### src/rtl/apb_master_arbiter_if.sv
// Bundle of requester-side command/response signals and the apb_master command port.
// Latency: none; pure wiring container.
// Backpressure: carried by req_valid/req_ready and by the APB pready handshake.
interface apb_master_arbiter_if #(
  parameter int NUM_REQ    = 4,
  parameter int ADDR_WIDTH = 32,
  parameter int DATA_WIDTH = 32
);

  // Requester command side
  logic [NUM_REQ-1:0]            req_valid;
  logic [NUM_REQ-1:0]            req_write;
  logic [NUM_REQ*ADDR_WIDTH-1:0] req_addr;
  logic [NUM_REQ*DATA_WIDTH-1:0] req_wdata;
  logic [NUM_REQ-1:0]            req_ready;

  // Requester response side
  logic [NUM_REQ-1:0]            rsp_valid;
  logic [DATA_WIDTH-1:0]         rsp_rdata;
  logic                          rsp_err;

  // Command port towards apb_master
  logic                          transfer;
  logic                          read;
  logic                          write;
  logic [ADDR_WIDTH-1:0]         apb_paddr;
  logic [DATA_WIDTH-1:0]         apb_write_data;

  // Observed APB bus / master phase
  logic                          psel;
  logic                          penable;
  logic                          pready;
  logic                          pslverr;
  logic [DATA_WIDTH-1:0]         prdata;

  // Status
  logic                          timeout_clr;
  logic                          apb_timeout;
  logic                          busy;

  // Arbiter side: consumes requests and bus status, drives grants, responses and commands
  modport master (
    input  req_valid, req_write, req_addr, req_wdata,
    output req_ready,
    output rsp_valid, rsp_rdata, rsp_err,
    output transfer, read, write, apb_paddr, apb_write_data,
    input  psel, penable, pready, pslverr, prdata,
    input  timeout_clr,
    output apb_timeout, busy
  );

  // Environment side: requesters, apb_master and the APB slave
  modport slave (
    output req_valid, req_write, req_addr, req_wdata,
    input  req_ready,
    input  rsp_valid, rsp_rdata, rsp_err,
    input  transfer, read, write, apb_paddr, apb_write_data,
    output psel, penable, pready, pslverr, prdata,
    output timeout_clr,
    input  apb_timeout, busy
  );

endinterface

### src/rtl/apb_master_arbiter.sv
// Round-robin arbiter/sequencer sharing one apb_master command port between NUM_REQ requesters.
// Latency: grant to rsp_valid is 4 cycles plus slave wait states; back-to-back grants 5 cycles apart.
// Backpressure: one command in flight; other requesters hold req_valid until their req_ready pulse.
module apb_master_arbiter #(
  parameter int NUM_REQ        = 4,
  parameter int ADDR_WIDTH     = 32,
  parameter int DATA_WIDTH     = 32,
  parameter int TIMEOUT_CYCLES = 256
) (
  input logic                  pclock,
  input logic                  presetn,
  apb_master_arbiter_if.master bus
);

  localparam int IDX_W = (NUM_REQ > 1) ? $clog2(NUM_REQ) : 1;
  localparam int CNT_W = $clog2(TIMEOUT_CYCLES + 1);

  localparam logic [NUM_REQ-1:0] ONE_HOT0 = NUM_REQ'(1);
  localparam logic [CNT_W-1:0]   CNT_MAX  = CNT_W'(TIMEOUT_CYCLES);
  localparam logic [CNT_W-1:0]   CNT_LAST = CNT_W'(TIMEOUT_CYCLES - 1);

  typedef enum logic [1:0] {
    ARB_IDLE  = 2'd0,
    ARB_ISSUE = 2'd1,
    ARB_WAIT  = 2'd2,
    ARB_RESP  = 2'd3
  } arb_state_t;

  arb_state_t             state;
  logic [IDX_W-1:0]       rr_ptr;
  logic [IDX_W-1:0]       owner;
  logic                   cmd_write;
  logic [CNT_W-1:0]       wait_cnt;

  logic                   cmpl;
  logic                   setup_seen;
  logic                   timeout_set;

  logic                   win_vld;
  logic [IDX_W-1:0]       win_idx;
  logic                   sel_write;
  logic [ADDR_WIDTH-1:0]  sel_addr;
  logic [DATA_WIDTH-1:0]  sel_wdata;

  // Requester index modulo NUM_REQ, used by the wrapping round-robin search.
  function automatic logic [IDX_W-1:0] wrap_idx(input int v);
    return IDX_W'(v % NUM_REQ);
  endfunction

  // ACCESS phase finishing this cycle, and the master sitting in SETUP for our command.
  assign cmpl       = bus.psel & bus.penable & bus.pready;
  assign setup_seen = bus.psel & ~bus.penable;

  // The counter hits the limit on this cycle's increment while the slave is still stalling.
  assign timeout_set = (state == ARB_WAIT) && !cmpl && (wait_cnt == CNT_LAST);

  // Round-robin search starting one past the last winner, wrapping through all requesters.
  always_comb begin
    win_vld = 1'b0;
    win_idx = '0;
    for (int k = 1; k <= NUM_REQ; k++) begin
      if (!win_vld && bus.req_valid[wrap_idx(int'(rr_ptr) + k)]) begin
        win_vld = 1'b1;
        win_idx = wrap_idx(int'(rr_ptr) + k);
      end
    end
  end

  // Pick the winner's command fields out of the flattened request buses.
  always_comb begin
    sel_write = bus.req_write[win_idx];
    sel_addr  = bus.req_addr[int'(win_idx) * ADDR_WIDTH +: ADDR_WIDTH];
    sel_wdata = bus.req_wdata[int'(win_idx) * DATA_WIDTH +: DATA_WIDTH];
  end

  // Arbitration and command sequencing FSM; every bus-facing output is a register here.
  always_ff @(posedge pclock or negedge presetn) begin
    if (!presetn) begin
      state              <= ARB_IDLE;
      rr_ptr             <= IDX_W'(NUM_REQ - 1);
      owner              <= '0;
      cmd_write          <= 1'b0;
      bus.req_ready      <= '0;
      bus.rsp_valid      <= '0;
      bus.rsp_rdata      <= '0;
      bus.rsp_err        <= 1'b0;
      bus.transfer       <= 1'b0;
      bus.read           <= 1'b0;
      bus.write          <= 1'b0;
      bus.apb_paddr      <= '0;
      bus.apb_write_data <= '0;
      bus.busy           <= 1'b0;
    end else begin
      // Grant and completion are single-cycle pulses.
      bus.req_ready <= '0;
      bus.rsp_valid <= '0;

      case (state)
        // RESP arbitrates as well as IDLE so a requester re-asserting alongside its
        // rsp_valid is granted on the very next cycle (5-cycle command spacing).
        ARB_IDLE, ARB_RESP: begin
          bus.transfer <= 1'b0;
          if (win_vld) begin
            owner              <= win_idx;
            rr_ptr             <= win_idx;
            cmd_write          <= sel_write;
            bus.req_ready      <= ONE_HOT0 << win_idx;
            bus.write          <= sel_write;
            bus.read           <= ~sel_write;
            bus.apb_paddr      <= sel_addr;
            bus.apb_write_data <= sel_write ? sel_wdata : '0;
            bus.busy           <= 1'b1;
            state              <= ARB_ISSUE;
          end else begin
            bus.read  <= 1'b0;
            bus.write <= 1'b0;
            bus.busy  <= 1'b0;
            state     <= ARB_IDLE;
          end
        end

        // Hold transfer until the master shows SETUP, then drop it so exactly one
        // SETUP/ACCESS pair is performed for this command.
        ARB_ISSUE: begin
          bus.transfer <= ~setup_seen;
          if (setup_seen) begin
            state <= ARB_WAIT;
          end
        end

        // Command fields stay stable until the slave completes the ACCESS phase.
        ARB_WAIT: begin
          bus.transfer <= 1'b0;
          if (cmpl) begin
            bus.rsp_valid <= ONE_HOT0 << owner;
            bus.rsp_rdata <= cmd_write ? '0 : bus.prdata;
            bus.rsp_err   <= bus.pslverr;
            bus.read      <= 1'b0;
            bus.write     <= 1'b0;
            state         <= ARB_RESP;
          end
        end

        default: begin
          bus.transfer <= 1'b0;
          bus.read     <= 1'b0;
          bus.write    <= 1'b0;
          bus.busy     <= 1'b0;
          state        <= ARB_IDLE;
        end
      endcase
    end
  end

  // ACCESS-wait counter: counts stalled cycles, saturates, clears once the transfer completes.
  always_ff @(posedge pclock or negedge presetn) begin
    if (!presetn) begin
      wait_cnt <= '0;
    end else if (state == ARB_WAIT) begin
      if (cmpl) begin
        wait_cnt <= '0;
      end else if (wait_cnt != CNT_MAX) begin
        wait_cnt <= wait_cnt + 1'b1;
      end
    end else begin
      wait_cnt <= '0;
    end
  end

  // Sticky timeout flag; a set on the same cycle as timeout_clr takes priority.
  always_ff @(posedge pclock or negedge presetn) begin
    if (!presetn) begin
      bus.apb_timeout <= 1'b0;
    end else if (timeout_set) begin
      bus.apb_timeout <= 1'b1;
    end else if (bus.timeout_clr) begin
      bus.apb_timeout <= 1'b0;
    end
  end

endmodule
### src/flat_wrapper.sv
// flat-port wrapper written by rule: the top's interface ports become plain ports
module apb_master_arbiter_flat 
#(
  parameter int NUM_REQ        = 4,
  parameter int ADDR_WIDTH     = 32,
  parameter int DATA_WIDTH     = 32,
  parameter int TIMEOUT_CYCLES = 256
)
  (pclock, presetn, bus_req_valid, bus_req_write, bus_req_addr, bus_req_wdata, bus_req_ready, bus_rsp_valid, bus_rsp_rdata, bus_rsp_err, bus_transfer, bus_read, bus_write, bus_apb_paddr, bus_apb_write_data, bus_psel, bus_penable, bus_pready, bus_pslverr, bus_prdata, bus_timeout_clr, bus_apb_timeout, bus_busy);
  apb_master_arbiter_if #(.NUM_REQ(NUM_REQ), .ADDR_WIDTH(ADDR_WIDTH), .DATA_WIDTH(DATA_WIDTH)) bus_i ();
  input logic pclock;
  input logic presetn;
  input wire logic [$bits(bus_i.req_valid)-1:0] bus_req_valid;
  input wire logic [$bits(bus_i.req_write)-1:0] bus_req_write;
  input wire logic [$bits(bus_i.req_addr)-1:0] bus_req_addr;
  input wire logic [$bits(bus_i.req_wdata)-1:0] bus_req_wdata;
  output wire logic [$bits(bus_i.req_ready)-1:0] bus_req_ready;
  output wire logic [$bits(bus_i.rsp_valid)-1:0] bus_rsp_valid;
  output wire logic [$bits(bus_i.rsp_rdata)-1:0] bus_rsp_rdata;
  output wire logic [$bits(bus_i.rsp_err)-1:0] bus_rsp_err;
  output wire logic [$bits(bus_i.transfer)-1:0] bus_transfer;
  output wire logic [$bits(bus_i.read)-1:0] bus_read;
  output wire logic [$bits(bus_i.write)-1:0] bus_write;
  output wire logic [$bits(bus_i.apb_paddr)-1:0] bus_apb_paddr;
  output wire logic [$bits(bus_i.apb_write_data)-1:0] bus_apb_write_data;
  input wire logic [$bits(bus_i.psel)-1:0] bus_psel;
  input wire logic [$bits(bus_i.penable)-1:0] bus_penable;
  input wire logic [$bits(bus_i.pready)-1:0] bus_pready;
  input wire logic [$bits(bus_i.pslverr)-1:0] bus_pslverr;
  input wire logic [$bits(bus_i.prdata)-1:0] bus_prdata;
  input wire logic [$bits(bus_i.timeout_clr)-1:0] bus_timeout_clr;
  output wire logic [$bits(bus_i.apb_timeout)-1:0] bus_apb_timeout;
  output wire logic [$bits(bus_i.busy)-1:0] bus_busy;
  assign bus_i.req_valid = bus_req_valid;
  assign bus_i.req_write = bus_req_write;
  assign bus_i.req_addr = bus_req_addr;
  assign bus_i.req_wdata = bus_req_wdata;
  assign bus_req_ready = bus_i.req_ready;
  assign bus_rsp_valid = bus_i.rsp_valid;
  assign bus_rsp_rdata = bus_i.rsp_rdata;
  assign bus_rsp_err = bus_i.rsp_err;
  assign bus_transfer = bus_i.transfer;
  assign bus_read = bus_i.read;
  assign bus_write = bus_i.write;
  assign bus_apb_paddr = bus_i.apb_paddr;
  assign bus_apb_write_data = bus_i.apb_write_data;
  assign bus_i.psel = bus_psel;
  assign bus_i.penable = bus_penable;
  assign bus_i.pready = bus_pready;
  assign bus_i.pslverr = bus_pslverr;
  assign bus_i.prdata = bus_prdata;
  assign bus_i.timeout_clr = bus_timeout_clr;
  assign bus_apb_timeout = bus_i.apb_timeout;
  assign bus_busy = bus_i.busy;
  apb_master_arbiter #(.NUM_REQ(NUM_REQ), .ADDR_WIDTH(ADDR_WIDTH), .DATA_WIDTH(DATA_WIDTH), .TIMEOUT_CYCLES(TIMEOUT_CYCLES)) u_core (.pclock(pclock), .presetn(presetn), .bus(bus_i));
endmodule
### config.mk
export PLATFORM = sky130hd
export DESIGN_NAME = apb_master_arbiter_flat
export DESIGN_NICKNAME = d
export VERILOG_FILES = /design/src/rtl/apb_master_arbiter_if.sv /design/src/rtl/apb_master_arbiter.sv /design/src/flat_wrapper.sv
export SDC_FILE = /design/constraint.sdc
export NUM_CORES = 1
export LEC_CHECK = 0
export BUFFER_PORTS_ARGS = -buffer_cell sky130_fd_sc_hd__buf_2
export CORE_AREA = 10 10 152 154
export CTS_CLUSTER_SIZE = 40
export DETAILED_ROUTE_END_ITERATION = 8
export DIE_AREA = 0 0 162 164
export HOLD_SLACK_MARGIN = 0.08
export PLACE_DENSITY = 0.71
export SKIP_CTS_REPAIR_TIMING = 1
export SYNTH_ARGS = -nofsm -noshare
export SYNTH_HDL_FRONTEND = slang
export SYNTH_SLANG_ARGS = --single-unit
### constraint.sdc
create_clock -name pclock -period 4 [get_ports pclock]
set_input_delay 0.4 -clock pclock [delete_from_list [all_inputs] [get_ports pclock]]
set_output_delay 0.4 -clock pclock [all_outputs]
set_load 0.03 [all_outputs]
==> PnR_summary.wiki <==
{| class="wikitable"
! Metric !! Value
|-
| Number of global-route vias before repair || 7488
|-
| Clk slew on worst S/H paths || 0.07 ns
|-
| Number of flip-flops and latches in the synthesized netlist || 126
|-
| Count of different cell masters after synthesis || 40
|-
| Ratio of final minimum period to clock period || 0.728
|-
| Post-detailed-placement cell area || 9320 um^2
|-
| Synth top area cells || sky130_fd_sc_hd__dfrtp_1 44%, sky130_fd_sc_hd__nand2_1 18%, sky130_fd_sc_hd__and3_1 5.8%
|-
| Die extent in y || 164 um
|-
| Count of port buffers added during placement || 412
|-
| Fraction of synthesized cell area taken by the top area cell type || 0.437
|-
| Pre-CTS setup slack || 1.14 ns
|-
| Proportion of synthesized flip-flops having asynchronous set or reset || 1.00
|-
| Final std cells w/o fill || 1548
|-
| Total via count in the routed design || 7728
|-
| Run status || finished, final reports clean
|-
| Xor/xnor share of the synthesized area || 0.00494
|-
| Proportion of layout cells with a drive suffix above 1 || 0.389
|-
| Worst supply voltage drop on vdd || 0.663 mV
|-
| Initial Utilization || 0.354
|-
| Worst Max-Slew Pin Slew || 1.12 ns
|-
| Setup violations, final || 0
|-
| Inst Count DP || 1514
|-
| Detail-routed via count per cell || 4.99
|-
| Class of the tightest hold or removal check || in -> async
|-
| Count of buffering cells on the critical path with inverters included || 2
|-
| Core ar. || 20000 um^2
|-
| Placer Congestion || 0.909
|-
| Count of fill cells added during filler insertion || 1962
|-
| Crit path arrival time || 3.22 ns
|-
| Leakage || 5.30 nW
|-
| Num rows || 52
|-
| Antenna Nets Post-Route || 0
|-
| Kind of capture point of the worst setup path || flip-flop
|-
| Starting DRT DRC Count || 837
|-
| Footprint of the multi-input gates || 3610 um^2
|-
| P per Cell Area || 846 nW/um^2
|-
| Max-slew violation count || 0
|-
| Seq. cell area || 3160 um^2
|-
| Inserted Clock Buffers || 17
|-
| Number of levels in the clock H-tree || 4
|-
| Area growth from synthesis to layout || 39.5%
|-
| WL final || 28.6 mm
|-
| Count of final hold-check violations || 0
|-
| Final net count || 1571
|-
| CP Max Fanout || 75
|-
| Yosys warnings || 0
|-
| Overall Global Routing Usage || 0.202
|-
| Detailed-route DRC error count || 0
|-
| HPWL reported at the end of detailed placement || 22.1 mm
|-
| Crit-path cells || mux2_2, nand2_1, nand3_4, buf_4, buf_4, nand2_1, and3_1, o31ai_1
|-
| Clock latency at the later pin of the worst-skew pair || 0.42 ns
|-
| Slew margin rel. || 0.253
|-
| Syn_area_per_cell || 8.01 um^2
|-
| Final sum of negative setup slack || 0 ns
|-
| Top-count cell post-synth || sky130_fd_sc_hd__nand2_1
|-
| Routed WL per cell || 18.5 um
|-
| CP delay by family, top || buffers and inverters
|-
| Highest Clock Rate || 343 MHz
|-
| Grt ovf || 0
|-
| Start-to-end type of the worst setup path || reg -> reg
|-
| Synthesized Nets || 1194
|-
| Most area-hungry cell type in the Yosys netlist || sky130_fd_sc_hd__dfrtp_1
|-
| Mapped Cells || 886
|-
| EDFF count, synth || 0
|-
| Total Power || 0.00837 W
|-
| Worst stage delay on the critical path || 0.68 ns
|-
| Design Area, Final || 9900 um^2
|-
| Synthesized-area fraction occupied by adder cells || 0.00882
|-
| Wire length of the first global-routing pass || 42.4 mm
|-
| CTS Root Buffer Type || sky130_fd_sc_hd__clkbuf_16
|-
| Mux share of post-synthesis cell area || 0.00600
|-
| Horizontal extent of the die || 162 um
|-
| Post-synth design cell area || 7090 um^2
|-
| Clock period minus worst slack || 2.91 ns
|-
| Drt pass-1 iters || 5
|-
| Die Outline Area || 26600 um^2
|-
| Pin count of the biggest net entering global routing || 103
|-
| Number of top-level design ports || 413
|-
| Number of buffers on the longest clock path || 2
|-
| Prevailing post-synth register cell || sky130_fd_sc_hd__dfrtp_1
|-
| Category of the worst setup path launch point || flip-flop
|-
| CP Data Required Time || 4.30 ns
|-
| Synthesized-area fraction occupied by and/or/nand/nor cells || 0.293
|-
| Clock sink count || 126
|-
| Main combinational cell family by area after synthesis || simple AND/OR/NAND/NOR gates
|-
| Worst Setup Slack, final || 1.09 ns
|-
| Sequential fraction of the synthesis area || 0.445
|-
| Initial antenna violation count || 2
|-
| RSZ-0062 raised after global routing || no
|-
| Final setup skew || 0.0116 ns
|-
| Crit path max-delay cell type || sky130_fd_sc_hd__buf_4
|-
| Commonest cells in the netlist || 336 x sky130_fd_sc_hd__nand2_1, 124 x sky130_fd_sc_hd__dfrtp_1, 66 x sky130_fd_sc_hd__and3_1, 42 x sky130_fd_sc_hd__o21ai_0, 40 x sky130_fd_sc_hd__a21oi_1
|-
| Post-synthesis compound-gate area fraction || 0.191
|-
| TritonCTS clock tree || built
|-
| Max-cap violations || 0
|}
==> cell families (layout without fill, tap and decap cells) <==
family | Yosys count | in the layout
adders and majority gates | 5 | 5
xor gates and xnor gates | 4 | 4
buffers and inverters | 81 | 471
other | 0 | 2
muxes | 4 | 4
and+or+nand+nor | 475 | 475
DFF | 126 | 126
AOI/OAI and AO/OA | 191 | 191
==> state kept, by name, summed over array words and instances, names as in the netlist <==
| name | cells |
|---|---|
| u_core.bus.write | 1 |
| u_core.bus.apb_timeout | 1 |
| u_core.wait_cnt | 9 |
| u_core.owner | 2 |
| u_core.bus.req_ready | 4 |
| u_core.bus.rsp_err | 1 |
| u_core.bus.apb_write_data | 32 |
| u_core.rr_ptr | 2 |
| u_core.state | 2 |
| u_core.bus.transfer | 1 |
| u_core.bus.rsp_valid | 4 |
| u_core.cmd_write | 1 |
| u_core.bus.apb_paddr | 32 |
| u_core.bus.busy | 1 |
| u_core.bus.rsp_rdata | 32 |
| u_core.bus.read | 1 |
==> area by class of cell <==
cell class,instances,area share
sequential,126,0.319
tap,270,0.0341
antenna,2,0.000506
timing repair buffer,426,0.220
inverter,13,0.00493
multi-input combinational,679,0.364
clock buffer,17,0.0430
clock inverter,15,0.0148
==> placed cells by master (no fill, tap or decap), drive strengths merged <==
master,Yosys,final
a22oi,2,2
a211o,1,1
clkinvlp,0,4
or3,2,2
nor4b,1,1
o31ai,33,33
ha,5,5
nand4,3,3
a211oi,1,1
mux2,2,2
xnor2,3,3
dfrtp,124,124
nor3,2,2
a21boi,3,3
a21oi,40,40
nor2b,2,2
o221ai,1,1
dfstp,2,2
buf,31,426
o21a,1,1
nor3b,1,1
clkinv,0,3
nor2,17,17
nand2,336,336
mux2i,2,2
nand3,8,8
xor2,1,1
a32o,33,33
nor4,1,1
nand2b,36,36
inv,13,21
diode,0,2
clkbuf,37,17
a221o,1,1
and3,66,66
o21ai,73,73
o211ai,2,2
==> stage by stage <==
step                 util  hold slack (ns)
detailed placement  0.465            0.460
finish              0.494            0.112
global route        0.494            0.166
floorplan               -            0.104
global placement    0.465            0.456
CTS                 0.494            0.136
==> layer usage <==
| metal | vias to the layer above | routed length [um] | global-route usage |
|---|---|---|---|
| li1 | 3763 | - | - |
| met1 | 3588 | 11300 | 0.245 |
| met2 | 334 | 14300 | 0.335 |
| met3 | 43 | 2310 | 0.0531 |
| met4 | 0 | 713 | 0.0778 |
| met5 | - | 0 | 0 |
==> path summary, 6_finish.rpt <==
path                       slack (ns)                                        end                                 startpoint  depth (start not counted)
setup / recovery                 1.09        u_core.bus.apb_paddr[0]$_DFFE_PN0P_               u_core.rr_ptr[1]$_DFFE_PN1P_                          8
hold / removal                   0.11  u_core.bus.apb_write_data[11]$_DFFE_PN0P_                                    presetn                          1
setup reg to reg                 1.09        u_core.bus.apb_paddr[0]$_DFFE_PN0P_               u_core.rr_ptr[1]$_DFFE_PN1P_                          8
hold reg to reg                  0.47  u_core.bus.apb_write_data[10]$_DFFE_PN0P_  u_core.bus.apb_write_data[10]$_DFFE_PN0P_                          2
max in group asynchronous        2.91               u_core.rr_ptr[1]$_DFFE_PN1P_                                    presetn                          2
min in group pclock              0.18             u_core.bus.rsp_err$_DFFE_PN0P_                                bus_pslverr                          3
==> power breakdown <==
part	leakage, nW	switching [W]	total (W)	internal, W
Combinational	3.42	0.00315	0.00471	0.00156
Sequential	1.61	0.000333	0.00217	0.00184
Clock	0.269	0.000668	0.00149	0.000825
Total	5.30	0.00415	0.00837	0.00422
Power figures use the tool's default switching activity.
